File: src/rtl/fifo_sync_flags_if.sv
// fifo_sync_flags_if: handshake/status bundle for the single-clock flagged FIFO.
//
// Signals:
//   flush, write, dataIn, read, err_clear      : producer/consumer -> FIFO
//   dataOut, rd_valid, count, full, empty,
//   almost_full, almost_empty, overflow,
//   underflow                                  : FIFO -> producer/consumer
//
// Modports:
//   master : the producer/consumer side (drives requests, observes status)
//   slave  : the FIFO itself
interface fifo_sync_flags_if #(
   parameter int unsigned WIDTH      = 8,
   parameter int unsigned DEPTH_LOG2 = 3
);
   logic                  flush;
   logic                  write;
   logic [WIDTH-1:0]      dataIn;
   logic                  read;
   logic                  err_clear;
   logic [WIDTH-1:0]      dataOut;
   logic                  rd_valid;
   logic [DEPTH_LOG2:0]   count;
   logic                  full;
   logic                  empty;
   logic                  almost_full;
   logic                  almost_empty;
   logic                  overflow;
   logic                  underflow;

   modport master (
      output flush, write, dataIn, read, err_clear,
      input  dataOut, rd_valid, count, full, empty, almost_full, almost_empty,
             overflow, underflow
   );

   modport slave (
      input  flush, write, dataIn, read, err_clear,
      output dataOut, rd_valid, count, full, empty, almost_full, almost_empty,
             overflow, underflow
   );
endinterface

File: src/rtl/fifo_sync_flags.sv
// fifo_sync_flags: parametrised single-clock FIFO with almost-full/almost-empty
// flags, sticky overflow/underflow errors, synchronous flush and a read-valid
// strobe. A full FIFO still accepts a write when a read is accepted that cycle.
//
// Ports:
//   clk  : rising-edge clock
//   rst  : asynchronous active-high reset
//   bus  : fifo_sync_flags_if.slave (requests, read data, count and flags)
//
// Build option:
//   FIFO_FWFT_EN : first-word fall-through; dataOut/rd_valid show the head
//                  combinationally and read pops it. Undefined: registered
//                  read path with one cycle of latency.
module fifo_sync_flags #(
   parameter int unsigned WIDTH         = 8,
   parameter int unsigned DEPTH_LOG2    = 3,
   parameter int unsigned AFULL_THRESH  = (2**DEPTH_LOG2)-1,
   parameter int unsigned AEMPTY_THRESH = 1
) (
   input logic              clk,
   input logic              rst,
   fifo_sync_flags_if.slave bus
);
   localparam int unsigned Depth = 2**DEPTH_LOG2;

   typedef logic [DEPTH_LOG2:0] ptr_t;

   localparam ptr_t PtrOne    = ptr_t'(1);
   localparam ptr_t DepthCnt  = ptr_t'(Depth);
   localparam ptr_t AfullCnt  = ptr_t'(AFULL_THRESH);
   localparam ptr_t AemptyCnt = ptr_t'(AEMPTY_THRESH);

`ifndef SYNTHESIS
   initial begin
      if (AFULL_THRESH == 0 || AFULL_THRESH > Depth)
         $error("fifo_sync_flags: AFULL_THRESH must lie in 1..%0d", Depth);
      if (AEMPTY_THRESH > Depth - 1)
         $error("fifo_sync_flags: AEMPTY_THRESH must lie in 0..%0d", Depth - 1);
   end
`endif

   logic [WIDTH-1:0] mem_q [Depth];

   ptr_t wptr_q, wptr_d;
   ptr_t rptr_q, rptr_d;
   ptr_t count;
   logic empty, full;
   logic rd_acc, wr_acc;
   logic ovf_q, ovf_d;
   logic udf_q, udf_d;

   always_comb begin
      // Wrap bit makes the modular difference distinguish full from empty.
      count  = wptr_q - rptr_q;
      empty  = (count == '0);
      full   = (count == DepthCnt);
      // Flush overrides both requests and suppresses their error flags.
      rd_acc = bus.read & ~empty & ~bus.flush;
      wr_acc = bus.write & (~full | rd_acc) & ~bus.flush;

      wptr_d = wptr_q;
      rptr_d = rptr_q;
      if (bus.flush) begin
         wptr_d = '0;
         rptr_d = '0;
      end else begin
         if (wr_acc) wptr_d = wptr_q + PtrOne;
         if (rd_acc) rptr_d = rptr_q + PtrOne;
      end

      // A new error in the same cycle as err_clear wins.
      ovf_d = ovf_q;
      if (bus.err_clear) ovf_d = 1'b0;
      if (bus.write & ~wr_acc & ~bus.flush) ovf_d = 1'b1;

      udf_d = udf_q;
      if (bus.err_clear) udf_d = 1'b0;
      if (bus.read & empty & ~bus.flush) udf_d = 1'b1;
   end

   always_ff @(posedge clk or posedge rst) begin
      if (rst) begin
         wptr_q <= '0;
         rptr_q <= '0;
         ovf_q  <= 1'b0;
         udf_q  <= 1'b0;
      end else begin
         wptr_q <= wptr_d;
         rptr_q <= rptr_d;
         ovf_q  <= ovf_d;
         udf_q  <= udf_d;
      end
   end

   // Storage carries no reset; contents are meaningless until written.
   always_ff @(posedge clk) begin
      if (wr_acc) mem_q[wptr_q[DEPTH_LOG2-1:0]] <= bus.dataIn;
   end

`ifdef FIFO_FWFT_EN
   always_comb begin
      bus.dataOut  = empty ? '0 : mem_q[rptr_q[DEPTH_LOG2-1:0]];
      bus.rd_valid = ~empty;
   end
`else
   logic [WIDTH-1:0] dout_q, dout_d;
   logic             rv_q, rv_d;

   always_comb begin
      dout_d = rd_acc ? mem_q[rptr_q[DEPTH_LOG2-1:0]] : dout_q;
      rv_d   = rd_acc;
   end

   always_ff @(posedge clk or posedge rst) begin
      if (rst) begin
         dout_q <= '0;
         rv_q   <= 1'b0;
      end else begin
         dout_q <= dout_d;
         rv_q   <= rv_d;
      end
   end

   always_comb begin
      bus.dataOut  = dout_q;
      bus.rd_valid = rv_q;
   end
`endif

   always_comb begin
      bus.count        = count;
      bus.full         = full;
      bus.empty        = empty;
      bus.almost_full  = (count >= AfullCnt);
      bus.almost_empty = (count <= AemptyCnt);
      bus.overflow     = ovf_q;
      bus.underflow    = udf_q;
   end
endmodule

File: src/flat_wrapper.sv
// flat-port wrapper written by rule: the top's interface ports become plain ports
module fifo_sync_flags_flat 
#(
   parameter int unsigned WIDTH         = 8,
   parameter int unsigned DEPTH_LOG2    = 3,
   parameter int unsigned AFULL_THRESH  = (2**DEPTH_LOG2)-1,
   parameter int unsigned AEMPTY_THRESH = 1
)
  (clk, rst, bus_flush, bus_write, bus_dataIn, bus_read, bus_err_clear, bus_dataOut, bus_rd_valid, bus_count, bus_full, bus_empty, bus_almost_full, bus_almost_empty, bus_overflow, bus_underflow);
  fifo_sync_flags_if #(.WIDTH(WIDTH), .DEPTH_LOG2(DEPTH_LOG2)) bus_i ();
  input logic clk;
  input logic rst;
  input wire logic [$bits(bus_i.flush)-1:0] bus_flush;
  input wire logic [$bits(bus_i.write)-1:0] bus_write;
  input wire logic [$bits(bus_i.dataIn)-1:0] bus_dataIn;
  input wire logic [$bits(bus_i.read)-1:0] bus_read;
  input wire logic [$bits(bus_i.err_clear)-1:0] bus_err_clear;
  output wire logic [$bits(bus_i.dataOut)-1:0] bus_dataOut;
  output wire logic [$bits(bus_i.rd_valid)-1:0] bus_rd_valid;
  output wire logic [$bits(bus_i.count)-1:0] bus_count;
  output wire logic [$bits(bus_i.full)-1:0] bus_full;
  output wire logic [$bits(bus_i.empty)-1:0] bus_empty;
  output wire logic [$bits(bus_i.almost_full)-1:0] bus_almost_full;
  output wire logic [$bits(bus_i.almost_empty)-1:0] bus_almost_empty;
  output wire logic [$bits(bus_i.overflow)-1:0] bus_overflow;
  output wire logic [$bits(bus_i.underflow)-1:0] bus_underflow;
  assign bus_i.flush = bus_flush;
  assign bus_i.write = bus_write;
  assign bus_i.dataIn = bus_dataIn;
  assign bus_i.read = bus_read;
  assign bus_i.err_clear = bus_err_clear;
  assign bus_dataOut = bus_i.dataOut;
  assign bus_rd_valid = bus_i.rd_valid;
  assign bus_count = bus_i.count;
  assign bus_full = bus_i.full;
  assign bus_empty = bus_i.empty;
  assign bus_almost_full = bus_i.almost_full;
  assign bus_almost_empty = bus_i.almost_empty;
  assign bus_overflow = bus_i.overflow;
  assign bus_underflow = bus_i.underflow;
  fifo_sync_flags #(.WIDTH(WIDTH), .DEPTH_LOG2(DEPTH_LOG2), .AFULL_THRESH(AFULL_THRESH), .AEMPTY_THRESH(AEMPTY_THRESH)) u_core (.clk(clk), .rst(rst), .bus(bus_i));
endmodule
File: config.mk
export PLATFORM = sky130hd
export DESIGN_NAME = fifo_sync_flags_flat
export DESIGN_NICKNAME = d
export VERILOG_FILES = /design/src/rtl/fifo_sync_flags_if.sv /design/src/rtl/fifo_sync_flags.sv /design/src/flat_wrapper.sv
export SDC_FILE = /design/constraint.sdc
export NUM_CORES = 1
export LEC_CHECK = 0
export ABC_CLOCK_PERIOD_IN_PS = 4000
export CORE_ASPECT_RATIO = 0.75
export CORE_MARGIN = 3
export CORE_UTILIZATION = 40
export CTS_CLUSTER_SIZE = 30
export DETAILED_ROUTE_END_ITERATION = 10
export HOLD_SLACK_MARGIN = 0.15
export SYNTH_ARGS = -nofsm -noshare
export SYNTH_HDL_FRONTEND = slang
export SYNTH_SLANG_ARGS = --single-unit
File: constraint.sdc
create_clock -name clk -period 4 [get_ports clk]
set_input_delay 0.6 -clock clk [delete_from_list [all_inputs] [get_ports clk]]
set_output_delay 0.6 -clock clk [all_outputs]
set_load 0.01 [all_outputs]
# Yosys cells after proc, flatten, opt, wreduce, memory -nomap -nowiden
# Memory sizes are Yosys's and may differ from the RTL's. A register that Yosys moved wholly into a read port is not among the register bits.
# Index checks and enable logic that the tools add are counted.
# word_totals
out_inout_bits	19
memories	1
input_bits	14
reg_bits	11
word_cells	39
ram_bits	64
# classes
n_eq_ne	1
magnitude_cmp	2
addsub	3
n_bitwise	13
mux	9
reduce_logical	5
# memory_table
name	words	width	rd	rd_ports_with_merged_regs	wr	line_no	source
u_core.mem_q	8	8	1	1	1	fifo_sync_flags.sv:42	logic [WIDTH-1:0] mem_q [Depth];
# ops
op	n
$mux 4	4
$add 4x1->4 const B	2
$and 1x1->1	8
$reduce_bool 2->1	4
$mux 1	5
$eq 4x4->1 const B	1
$ge 4x3->1 const B	1
$le 4x1->1 const B	1
$logic_not 4->1	1
$not 1->1	4
$sub 4x4->4	1
$or 1x1->1	1

# Depth between registers and ports, before layout
# Gate-level depths: netlist of the first run.
# logic_depth
depth_word	12
mapped_depth	10
depth_no_buf	9

# Worst setup path after synthesis of the first run
# No wires, ideal clock.
# synth_timing
kind	flip-flop to flip-flop
startpoint	reg u_core.rptr_q[1]
endpoint	mem u_core.mem_q[7][0], enable pin
stages_incl_launch_ff	8
slack_ns	1.057
t_required_ns	3.617
n_path_buf	1
t_arrival_ns	2.560
synth_period_minus_slack_ns	2.943
path_cell_list	dfrtp_1 > clkbuf_1 > inv_1 > fa_1 > nor2b_1 > nand3_1 > o31ai_4 > nor3_1
# synth_between
elab_chain_cells	10
word_cells_on_any_way	12
cone_classes	1 x add/sub; 1 x eq/ne; 2 x mux; 7 x bitwise; 1 x reduce/logical
# synth_rtl
element	line_no	source
start, declared	fifo_sync_flags.sv:45	ptr_t rptr_q, rptr_d;
start signal, assigned	fifo_sync_flags.sv:89	rptr_q <= rptr_d;
$sub 4x4->4 *	fifo_sync_flags.sv:54	count = wptr_q - rptr_q;
named net bus_count[1]	flat_wrapper.sv:20	output wire logic [$bits(bus_i.count)-1:0] bus_count;
$logic_not 4->1	fifo_sync_flags.sv:55	empty = (count == '0);
$not 1->1	fifo_sync_flags.sv:58	rd_acc = bus.read & ~empty & ~bus.flush;
$and 1x1->1 (2 in a row)	fifo_sync_flags.sv:58	
$or 1x1->1 *	fifo_sync_flags.sv:59	wr_acc = bus.write & (~full | rd_acc) & ~bus.flush;
$and 1x1->1 * (2 in a row)	fifo_sync_flags.sv:59	
$mux 1 *	fifo_sync_flags.sv:97	if (wr_acc) mem_q[wptr_q[DEPTH_LOG2-1:0]] <= bus.dataIn;
$mux 1 (implied by the code) *	fifo_sync_flags.sv:97	
end, declared	fifo_sync_flags.sv:42	
# The timed path passes the listed nets; every way through them passes the cells marked *.

# Final worst setup path of the first run
# layout_timing
startpoint	reg u_core.rptr_q[1]
endpoint	out bus_almost_empty
# layout_between
elab_chain_cells	2
# layout_rtl
element	line_no	source
$sub 4x4->4	fifo_sync_flags.sv:54	
$le 4x1->1	fifo_sync_flags.sv:135	bus.almost_empty = (count <= AemptyCnt);
end, declared	flat_wrapper.sv:24	output wire logic [$bits(bus_i.almost_empty)-1:0] bus_almost_empty;
# No other way between the ends.

==> run summary, run 1 <==
Status: finished, final reports clean
Die X-Extent: 115 um
Total gr overflow: 0
H-tree depth: 3
Total Routing Usage GR: 15.1%
Resize count post-CTS: 0
Initial DRC count: 139
Hold Slack: 509 ps
Layout cell share with drive strength beyond 1: 21.2%
Worst-Skew Late Latency: 330 ps
Largest net degree at the start of global routing: 20
Clock tree buffer depth: 2
Top_reg_cell synth: edfxtp_1
Cell taking the most area after synthesis: edfxtp_1
Final setup violation count: 0
Layout net count: 275
Post-Synthesis Cells: 214
Post-synth EDFFs: 64
Final ANT Viol Nets: 0
Via density: 5.16
Die ar.: 0.0101 mm2
Vias in the first global route: 1919
Worst VDD drop: 292 uV
Slew HR: 50.1%
Critical Path AT: 3040 ps
Worst setup EP type: primary output
CTS root buf: clkbuf_16
Post-synthesis sequential area ratio: 67.2%
PortBufs: 32
Pre-CTS WS: 711 ps
Ys async rst share: 22.9%
Clock power share: 30.4%
Clk sinks: 83
DRT Pass-1 Iters: 4
Post-CTS Setup Inserts: 0
Setup ws final: 362 ps
Sequential power share: 35.5%
Logic pwr share: 34.1%
# Max-Cap Violations: 0
Synth top cells by count: edfxtp_1, nand2_1, dfrtp_1
Final slew viol count: 0
Net Sw Frac: 29.0%
Cell variety after synth: 42
PD cells: 705 mW/mm2
Num rows: 29
Final hold violations: 0
Hold crit path type: reg2reg
Pint: 2.18 mW
Ports: 33
Routability cong.: 0.753
Leak: 1.59 nW
CTS tree: done
Routed wire per std cell: 18.3 um
F_max: 275 MHz
Final WL: 6730 um
Post-synth top area share: 53.9%
Syn_area_per_cell: 16.7 um2
Antenna cells: 0
Ys Warns: 0
DP Cell Count: 352
# DRC: 0
Layout area overhead: 22.2%
Clock-pin slew on the worst setup and hold paths: 60 ps
Vias: 1898
DIE HEIGHT: 87.8 um
Post-synthesis register bit count: 83
Synth area leaders: edfxtp_1, dfrtp_1, mux4_2, mux2_4, nand2_1
Setup TNS Final: 0 ps
Power, Total: 3.07 mW
Antenna violations before repair: 0
Layout filler cell count: 735
WS Path Type: reg2out
Initial Utilization: 41.7%
Psw: 0.890 mW
Critical path required time: 3400 ps
TritonCTS Buffers: 9
Most common cell in the netlist: edfxtp_1
Hold buffer count at CTS: 0
Crit path max fanout: 15
Cell Area, Synth: 0.00357 mm2
RSZ-0062 raised after global routing: false
Setup Skew: 6.25 ps
Finished Layout Cells: 368
Worst Tran Pin Value: 748 ps
Final Cycle Share: 90.9%
Crit path time final: 3640 ps
Syn nets: 234
DP HPWL: 4460 um
Core box area: 0.00856 mm2
Startpoint types: register
First-pass GRT wire length: 11000 um
kinds of logic (layout without fill, tap and decap cells):
group	Yosys count	in the layout	share of synthesized area (%)
multiplexers	27	27	14.3
XOR/XNOR	5	5	1.23
flip-flops	83	83	67.2
buffers and inverters	16	62	2.03
AND/OR/NAND/NOR	59	59	8.52
adder cells (fa/ha/maj)	6	6	2.31
AO/OA/AOI/OAI	18	18	4.35
layout make-up:
| type | instances | area, um2 | area share [%] |
|---|---|---|---|
| timing repair buffer | 36 | 350 | 8.04 |
| tap | 108 | 135 | 3.10 |
| multi-input combinational | 115 | 1100 | 25.2 |
| inverter | 10 | 37.5 | 0.861 |
| sequential | 83 | 2400 | 55.0 |
| clock buffer | 10 | 229 | 5.25 |
| clock inverter | 6 | 113 | 2.58 |
cells in the final DEF, fill, tap and decap left out, types with 4 or more instances in the layout:
master,instances
buf_4,4
ha_1,5
and3_1,5
nor2_1,9
clkdlybuf4s50_1,32
inv_1,9
clkbuf_16,9
mux2_4,8
mux4_2,16
dfrtp_1,19
a21oi_1,4
nand2_1,26
edfxtp_1,64
per-layer routing:
layer | vias up | part of all wire [%] | routed length (um) | global-route usage [%]
met3 | 9 | 6.8 | 456 | 4.70
met4 | 0 | 1.5 | 101 | 5.12
li1 | 898 | - | - | -
met1 | 931 | 50 | 3340 | 22.3
met5 | - | 0 | 0 | 0
met2 | 60 | 42 | 2830 | 21.2
final timing paths:
path,end,from,slack [ps],cells after the start
setup / recovery,bus_almost_empty,u_core.rptr_q[1],360,8
hold / removal,u_core.bus.overflow,u_core.bus.overflow,510,2
setup reg to reg,u_core.mem_q[4][3],u_core.rptr_q[1],760,8
hold reg to reg,u_core.bus.overflow,u_core.bus.overflow,510,2
max in group asynchronous,u_core.rptr_q[1],rst,2830,2
min in group asynchronous,u_core.rptr_q[2],rst,700,2
worst max-delay path, stage by stage, from the launching register on:
cell and delay [ps]:
dfrtp_1 710, inv_1 300, ha_1 360, nand3b_1 140
and3_4 200, nor2_4 160, inv_2 110, nor3_1 170
clkdlybuf4s50_1 560
registers in the layout, summed over array words and instances, names as in the netlist:
name / count
u_core.rptr_q: 4
u_core.mem_q: 64
u_core.bus.underflow: 1
u_core.bus.overflow: 1
u_core.bus.dataOut: 8
u_core.wptr_q: 4
u_core.bus.rd_valid: 1
power groups by stage:
| stage | clock (mW) | sequential [mW] | combinational, mW |
|---|---|---|---|
| 2_1_floorplan | 0 | 1.11 | 0.658 |
| 3_3_place_gp | 0 | 1.11 | 1.05 |
| 3_5_place_dp | 0 | 1.11 | 1.06 |
| 4_1_cts | 0.952 | 1.09 | 1.06 |
| 5_1_grt | 0.985 | 1.11 | 1.14 |
| 6_report | 0.935 | 1.09 | 1.05 |
metrics by stage:
step / utilization, % / area (um2)
2_1_floorplan: - / 3570
3_3_place_gp: 46.9 / 4020
3_5_place_dp: 46.9 / 4020
4_1_cts: 50.9 / 4360
5_1_grt: 50.9 / 4360
6_report: 50.9 / 4360
(Power assumes the default switching activity.)
==> inputs of run 2 (changes only) <==
--- a/config.mk
+++ b/config.mk
@@ -8,10 +8,11 @@
 export ABC_CLOCK_PERIOD_IN_PS = 4000
 export CORE_ASPECT_RATIO = 0.75
 export CORE_MARGIN = 3
-export CORE_UTILIZATION = 40
+export CORE_UTILIZATION = 50
 export CTS_CLUSTER_SIZE = 30
 export DETAILED_ROUTE_END_ITERATION = 10
 export HOLD_SLACK_MARGIN = 0.15
+export PLACE_DENSITY_LB_ADDON = 0.08
 export SYNTH_ARGS = -nofsm -noshare
 export SYNTH_HDL_FRONTEND = slang
 export SYNTH_SLANG_ARGS = --single-unit
==> run 2 against run 1 <==
Against the previous run: sequential share of layout area rose by 1.7 points; worst setup slack improved by 240 ps; die area fell by 19%; first-iteration DRC count fell by 20%; final area fell by 3.1%; clock power fell by 32%; fmax rose by 7.1%; register-to-register slack improved by 360 ps; power fell by 8.9%; global-route usage rose by 2.8 points; largest cell class unchanged.
==> run summary, run 2 (same netlist as run 1, synthesis figures left out) <==
Initial Utilization: 54.0% (was 41.7%)
Setup Skew: 5.30 ps (was 6.25 ps)
Status: finished, final reports clean (unchanged)
Most frequent cells in the layout: edfxtp_1, clkdlybuf4s50_1, nand2_1 (unchanged)
Total gr overflow: 0 (unchanged)
Slowest cell on the critical path: clkdlybuf4s50_1 (was dfrtp_1)
CP delay by family, top: buffers and inverters (unchanged)
Clk sinks: 83 (unchanged)
Setup crit start: u_core.wptr_q[0] (was u_core.rptr_q[1])
# DRC: 0 (unchanged)
Cell mode on critical path: inv_1
Final ANT Viol Nets: 0 (unchanged)
Top Layer Used: met4 (unchanged)
Layout area overhead: 18.4% (was 22.2%)
Initial DRC count: 111 (was 139)
Footprint of the multi-input gates: 0.00110 mm2 (unchanged)
# Max-Cap Violations: 0 (unchanged)
F_max: 294 MHz (was 275 MHz)
Largest register FFs: 64 (unchanged)
Layout filler cell count: 461 (was 735)
Final setup violation count: 0 (unchanged)
Largest net degree at the start of global routing: 20 (unchanged)
WL met2: 2780 um (was 2830 um)
Hold crit path type: reg2reg (unchanged)
R2r endpoint: u_core.mem_q[4][5] (was u_core.mem_q[4][3])
Routed wire per std cell: 18.5 um (was 18.3 um)
Leak: 1.54 nW (was 1.59 nW)
DP HPWL: 4430 um (was 4460 um)
Final hold violations: 0 (unchanged)
Worst Tran Pin Value: 785 ps (was 748 ps)
Clock-pin slew on the worst setup and hold paths: 80 ps (was 60 ps)
PortBufs: 32 (unchanged)
Post-CTS Setup Inserts: 0 (unchanged)
Worst setup path endpoint: bus_empty (was bus_almost_empty)
FF-to-FF path depth: 9 (was 8)
Commonest non-fill, non-tap cell in the layout: edfxtp_1 (unchanged)
Antenna cells: 0 (unchanged)
PD cells: 663 mW/mm2 (was 705 mW/mm2)
Crit-path max cell delay: 550 ps (was 710 ps)
Die X-Extent: 104 um (was 115 um)
Crit path max fanout: 6 (was 15)
Die ar.: 0.00819 mm2 (was 0.0101 mm2)
Register-to-Register Setup Slack: 1120 ps (was 760 ps)
Total Routing Usage GR: 17.9% (was 15.1%)
DIE HEIGHT: 79.2 um (was 87.8 um)
Hold buffer count at CTS: 0 (unchanged)
First-pass GRT wire length: 10800 um (was 11000 um)
WS Path Type: reg2out (unchanged)
RSZ-0062 raised after global routing: false (unchanged)
Num rows: 25 (was 29)
Final WL: 6580 um (was 6730 um)
Via density: 5.28 (was 5.16)
Vias: 1873 (was 1898)
Layout net count: 276 (was 275)
Final Cycle Share: 84.9% (was 90.9%)
Vias in the first global route: 1889 (was 1919)
Worst-Skew Late Latency: 340 ps (was 330 ps)
Setup TNS Final: 0 ps (unchanged)
Final slew viol count: 0 (unchanged)
Antenna violations before repair: 0 (unchanged)
Crit path time final: 3400 ps (was 3640 ps)
Resize count post-CTS: 0 (unchanged)
TritonCTS Buffers: 9 (unchanged)
CTS root buf: clkbuf_8 (was clkbuf_16)
Crit path depth: 8 (unchanged)
Clock tree buffer depth: 2 (unchanged)
Routability cong.: 0.777 (was 0.753)
Power, Total: 2.80 mW (was 3.07 mW)
Crit-path cells: inv_1 -> ha_1 -> inv_1 -> fa_1 -> nor2b_1 -> nand2_1 -> nor2_1 -> clkdlybuf4s50_1 (was inv_1 -> ha_1 -> nand3b_1 -> and3_4 -> nor2_4 -> inv_2 -> nor3_1 -> clkdlybuf4s50_1)
Slew HR: 47.6% (was 50.1%)
Buf/Inv on CP: 3 (unchanged)
H-tree depth: 3 (unchanged)
CTS tree: done (unchanged)
Worst setup EP type: primary output (unchanged)
Layout cell share with drive strength beyond 1: 21.1% (was 21.2%)
Critical Path AT: 2800 ps (was 3040 ps)
Core box area: 0.00660 mm2 (was 0.00856 mm2)
Reg area: 0.00240 mm2 (unchanged)
Met3 WL: 476 um (was 456 um)
Startpoint types: register (unchanged)
Met1 Wirelength: 3290 um (was 3340 um)
Worst VDD drop: 276 uV (was 292 uV)
R2r startpoint: u_core.wptr_q[0] (was u_core.rptr_q[1])
Critical path required time: 3400 ps (about the same)
Ports: 33 (unchanged)
DRT Pass-1 Iters: 4 (unchanged)
[run 2: cell types whose count changed in the layout (fill, tap and decap cells not counted), sizes merged]
cell,change
buf,+1
bufinv,-1
clkbuf,+1
clkinvlp,+1
inv,-1
[run 2: worst min-delay path by stage]
| stage | cells after the start | to | slack [ps] | startpoint |
|---|---|---|---|---|
| after detailed placement | 2 | u_core.bus.overflow | 490 | u_core.bus.overflow |
| final | 1 | u_core.bus.dataOut[6] | 520 | u_core.bus.dataOut[6] |
| after global placement | 2 | u_core.bus.overflow | 490 | u_core.bus.overflow |
| after global routing | 1 | u_core.bus.dataOut[6] | 540 | u_core.bus.dataOut[6] |
| after floorplan | 2 | u_core.bus.overflow | 520 | u_core.bus.overflow |
| after CTS | 2 | u_core.bus.overflow | 510 | u_core.bus.overflow |
[run 2: stage by stage]
| stage | utilization [%] | instance area (um2) | hold slack, ps | instances | worst slack (ps) |
|---|---|---|---|---|---|
| finish | 64.0 | 4230 | 515 | 355 | 602 |
| global route | 64.0 | 4230 | 537 | 355 | 405 |
| CTS | 64.0 | 4230 | 512 | 355 | 621 |
| detailed placement | 60.7 | 4010 | 492 | 339 | 1010 |
| global placement | 60.7 | 4010 | 493 | 339 | 1050 |
| floorplan | - | 3570 | 516 | 214 | 1060 |
[run 2: power by group]
group | switching [mW] | leakage [nW] | internal [mW]
clock | 0.270 | 0.107 | 0.365
combinational | 0.541 | 0.610 | 0.549
sequential | 0.0488 | 0.822 | 1.03
[run 2: layer usage]
metal / GRT usage [%] / vias to the layer above
li1: - / 898
met1: 27.3 / 912
met2: 25.1 / 58
met3: 5.36 / 5
met4: 4.78 / 0
met5: 0 / -
[run 2: cell type report]
| class | instances | share of cell area (%) |
|---|---|---|
| clock inverter | 5 | 1.81 |
| inverter | 10 | 0.888 |
| multi-input combinational | 115 | 26.0 |
| timing repair buffer | 37 | 8.47 |
| clock buffer | 11 | 3.35 |
| tap | 94 | 2.78 |
| sequential | 83 | 56.7 |
==> inputs of run 3 (changes only) <==
--- a/config.mk
+++ b/config.mk
@@ -5,7 +5,7 @@
 export SDC_FILE = /design/constraint.sdc
 export NUM_CORES = 1
 export LEC_CHECK = 0
-export ABC_CLOCK_PERIOD_IN_PS = 4000
+export ABC_CLOCK_PERIOD_IN_PS = 2800
 export CORE_ASPECT_RATIO = 0.75
 export CORE_MARGIN = 3
 export CORE_UTILIZATION = 50
==> constraint.sdc (replaced) <==
create_clock -name clk -period 2.8 [get_ports clk]
set_input_delay 0.42 -clock clk [delete_from_list [all_inputs] [get_ports clk]]
set_output_delay 0.42 -clock clk [all_outputs]
set_load 0.01 [all_outputs]
==> run 3 against run 2 <==
Against the previous run: first-iteration DRC count decreased by 2.7%; utilization increased by 2.2 points; critical path depth fell by 2; critical path type unchanged.
==> run summary, run 3 (same netlist as run 1, synthesis figures left out) <==
Status: finished, final reports clean (unchanged)
WS Path Type: reg2out (unchanged)
F_max: 376 MHz
Register-to-Register Setup Slack: 160 ps (was 1120 ps)
Vias: 1988 (was 1873)
PD cells: 948 mW/mm2 (was 663 mW/mm2)
CTS root buf: clkbuf_8 (unchanged)
Final setup violation count: 0 (unchanged)
Antenna cells: 0 (unchanged)
Core box area: 0.00660 mm2 (unchanged)
Num rows: 25 (unchanged)
Via density: 5.39 (was 5.28)
Vias in the first global route: 1992 (was 1889)
RSZ-0062 raised after global routing: false (unchanged)
Critical Path AT: 2240 ps (was 2800 ps)
CTS tree: done (unchanged)
Die X-Extent: 104 um (unchanged)
Ports: 33 (unchanged)
Most frequent cells in the layout: edfxtp_1, clkdlybuf4s50_1, nand2_1 (unchanged)
Pre-CTS WS: 169 ps (was 1010 ps)
PortBufs: 32 (unchanged)
DP HPWL: 4830 um (was 4430 um)
Antenna violations before repair: 0 (unchanged)
Commonest non-fill, non-tap cell in the layout: edfxtp_1 (unchanged)
Setup ws final: 142 ps (was 602 ps)
Largest net degree at the start of global routing: 20 (unchanged)
R2r startpoint: u_core.wptr_q[0] (unchanged)
Hold Startpoint: u_core.bus.overflow (was u_core.bus.dataOut[6])
Setup Skew: 6.64 ps (was 5.30 ps)
Clk sinks: 83 (unchanged)
# DRC: 0 (unchanged)
Initial DRC count: 108 (was 111)
Layout filler cell count: 471 (was 461)
Clock tree buffer depth: 2 (unchanged)
Routed wire per std cell: 18.8 um (was 18.5 um)
Layout cell share with drive strength beyond 1: 28.4% (was 21.1%)
Critical path required time: 2380 ps (was 3400 ps)
Total Routing Usage GR: 18.7% (was 17.9%)
Largest register FFs: 64 (unchanged)
Final Cycle Share: 94.9%
FF-to-FF path depth: 8 (was 9)
Final ANT Viol Nets: 0 (unchanged)
Layout area overhead: 22.5% (was 18.4%)
Crit path time final: 2660 ps
Layout net count: 290 (was 276)
Routability cong.: 0.801 (was 0.777)
Crit path max fanout: 7 (was 6)
Startpoint types: register (unchanged)
First-pass GRT wire length: 11400 um (was 10800 um)
Total gr overflow: 0 (unchanged)
TritonCTS Buffers: 9 (unchanged)
DIE HEIGHT: 79.2 um (unchanged)
Die ar.: 0.00819 mm2 (unchanged)
Worst setup EP type: primary output (unchanged)
Slew HR: 47.0% (was 47.6%)
Hold Slack: 498 ps (was 515 ps)
Clock-pin slew on the worst setup and hold paths: 80 ps (about the same)
Leak: 1.63 nW (was 1.54 nW)
Worst-Skew Late Latency: 340 ps (about the same)
Final WL: 6950 um (was 6580 um)
DRT Pass-1 Iters: 4 (unchanged)
Final slew viol count: 0 (unchanged)
Worst Hold Depth: 2 (was 1)
H-tree depth: 3 (unchanged)
Worst VDD drop: 501 uV (was 276 uV)
R2r endpoint: u_core.mem_q[0][6] (was u_core.mem_q[4][5])
Hold Path Sink: u_core.bus.overflow (was u_core.bus.dataOut[6])
Finished Core Util: 66.2% (was 64.0%)
Hold crit path type: reg2reg (unchanged)
# Max-Cap Violations: 0 (unchanged)
Setup TNS Final: 0 ps (unchanged)
Final hold violations: 0 (unchanged)
Worst Tran Pin Value: 790 ps (was 785 ps)
Initial Utilization: 54.0% (unchanged)
## run 3: cell count changes in the layout (fill, tap and decap cells not counted), moves of 2 or more
cell             before  now
buf_4                 5   19
clkdlybuf4s50_1      32   28
dlygate4sd2_1         0    4
clkinv_4              0    2
inv_1                 9    7
inv_6                 0    2
## run 3: stage by stage
stage               instance area [um2]  instances  power [mW]
finish                             4370        369        4.14
global route                       4370        369        4.38
global placement                   4120        352        3.23
CTS                                4370        369        4.17
detailed placement                 4120        352        3.24
floorplan                          3580        214        2.54
## run 3: cell type report
cell class,instances,area (um2),area share (%)
Clock buffer,9,124,2.84
Inverter,10,40.0,0.916
Tap cell,94,118,2.69
Multi-Input combinational cell,115,1130,25.9
Sequential cell,83,2400,54.9
Clock inverter,7,98.8,2.26
Timing Repair Buffer,51,458,10.5
## run 3: per-layer routing
| layer | vias to the layer above | track usage, % | part of all wire (%) |
|---|---|---|---|
| met5 | - | 0 | 0 |
| met4 | 0 | 5.18 | 0.32 |
| met3 | 2 | 5.20 | 8.2 |
| met2 | 81 | 26.4 | 43 |
| met1 | 980 | 28.4 | 49 |
| li1 | 925 | - | - |
## run 3: repair_timing
action,in CTS,in global routing
hold endpoints to repair,0,0
setup endpoints to repair,5,24
buffers inserted,1,0
pin swaps,1,1
hold buffers,0,0
gates resized for setup,9,3
## run 3: how the worst max path moves through the flow
| stage | slack, ps | start | endpoint | cells after the start |
|---|---|---|---|---|
| detailed placement | 170 | u_core.wptr_q[0] | u_core.mem_q[4][6] | 9 |
| CTS | 110 | u_core.wptr_q[0] | bus_count[2] | 7 |
| global placement | 180 | u_core.rptr_q[1] | bus_almost_empty | 8 |
| floorplan | 80 | u_core.rptr_q[2] | u_core.mem_q[4][0] | 10 |
| finish | 140 | u_core.wptr_q[1] | bus_count[3] | 6 |
| global route | 20 | u_core.rptr_q[2] | bus_count[3] | 7 |
## run 3: critical path: stages (launching register included)
cell and delay, ps:
dfrtp_2 460, ha_1 290, nand3b_1 150, a21oi_2 250, nor2_4 80, inv_2 120, clkdlybuf4s50_1 550
## run 3: where the power goes
group	internal, mW	switching [mW]	leakage [nW]
logic	0.856	0.813	0.696
clock network	0.509	0.431	0.112
registers	1.47	0.0653	0.821
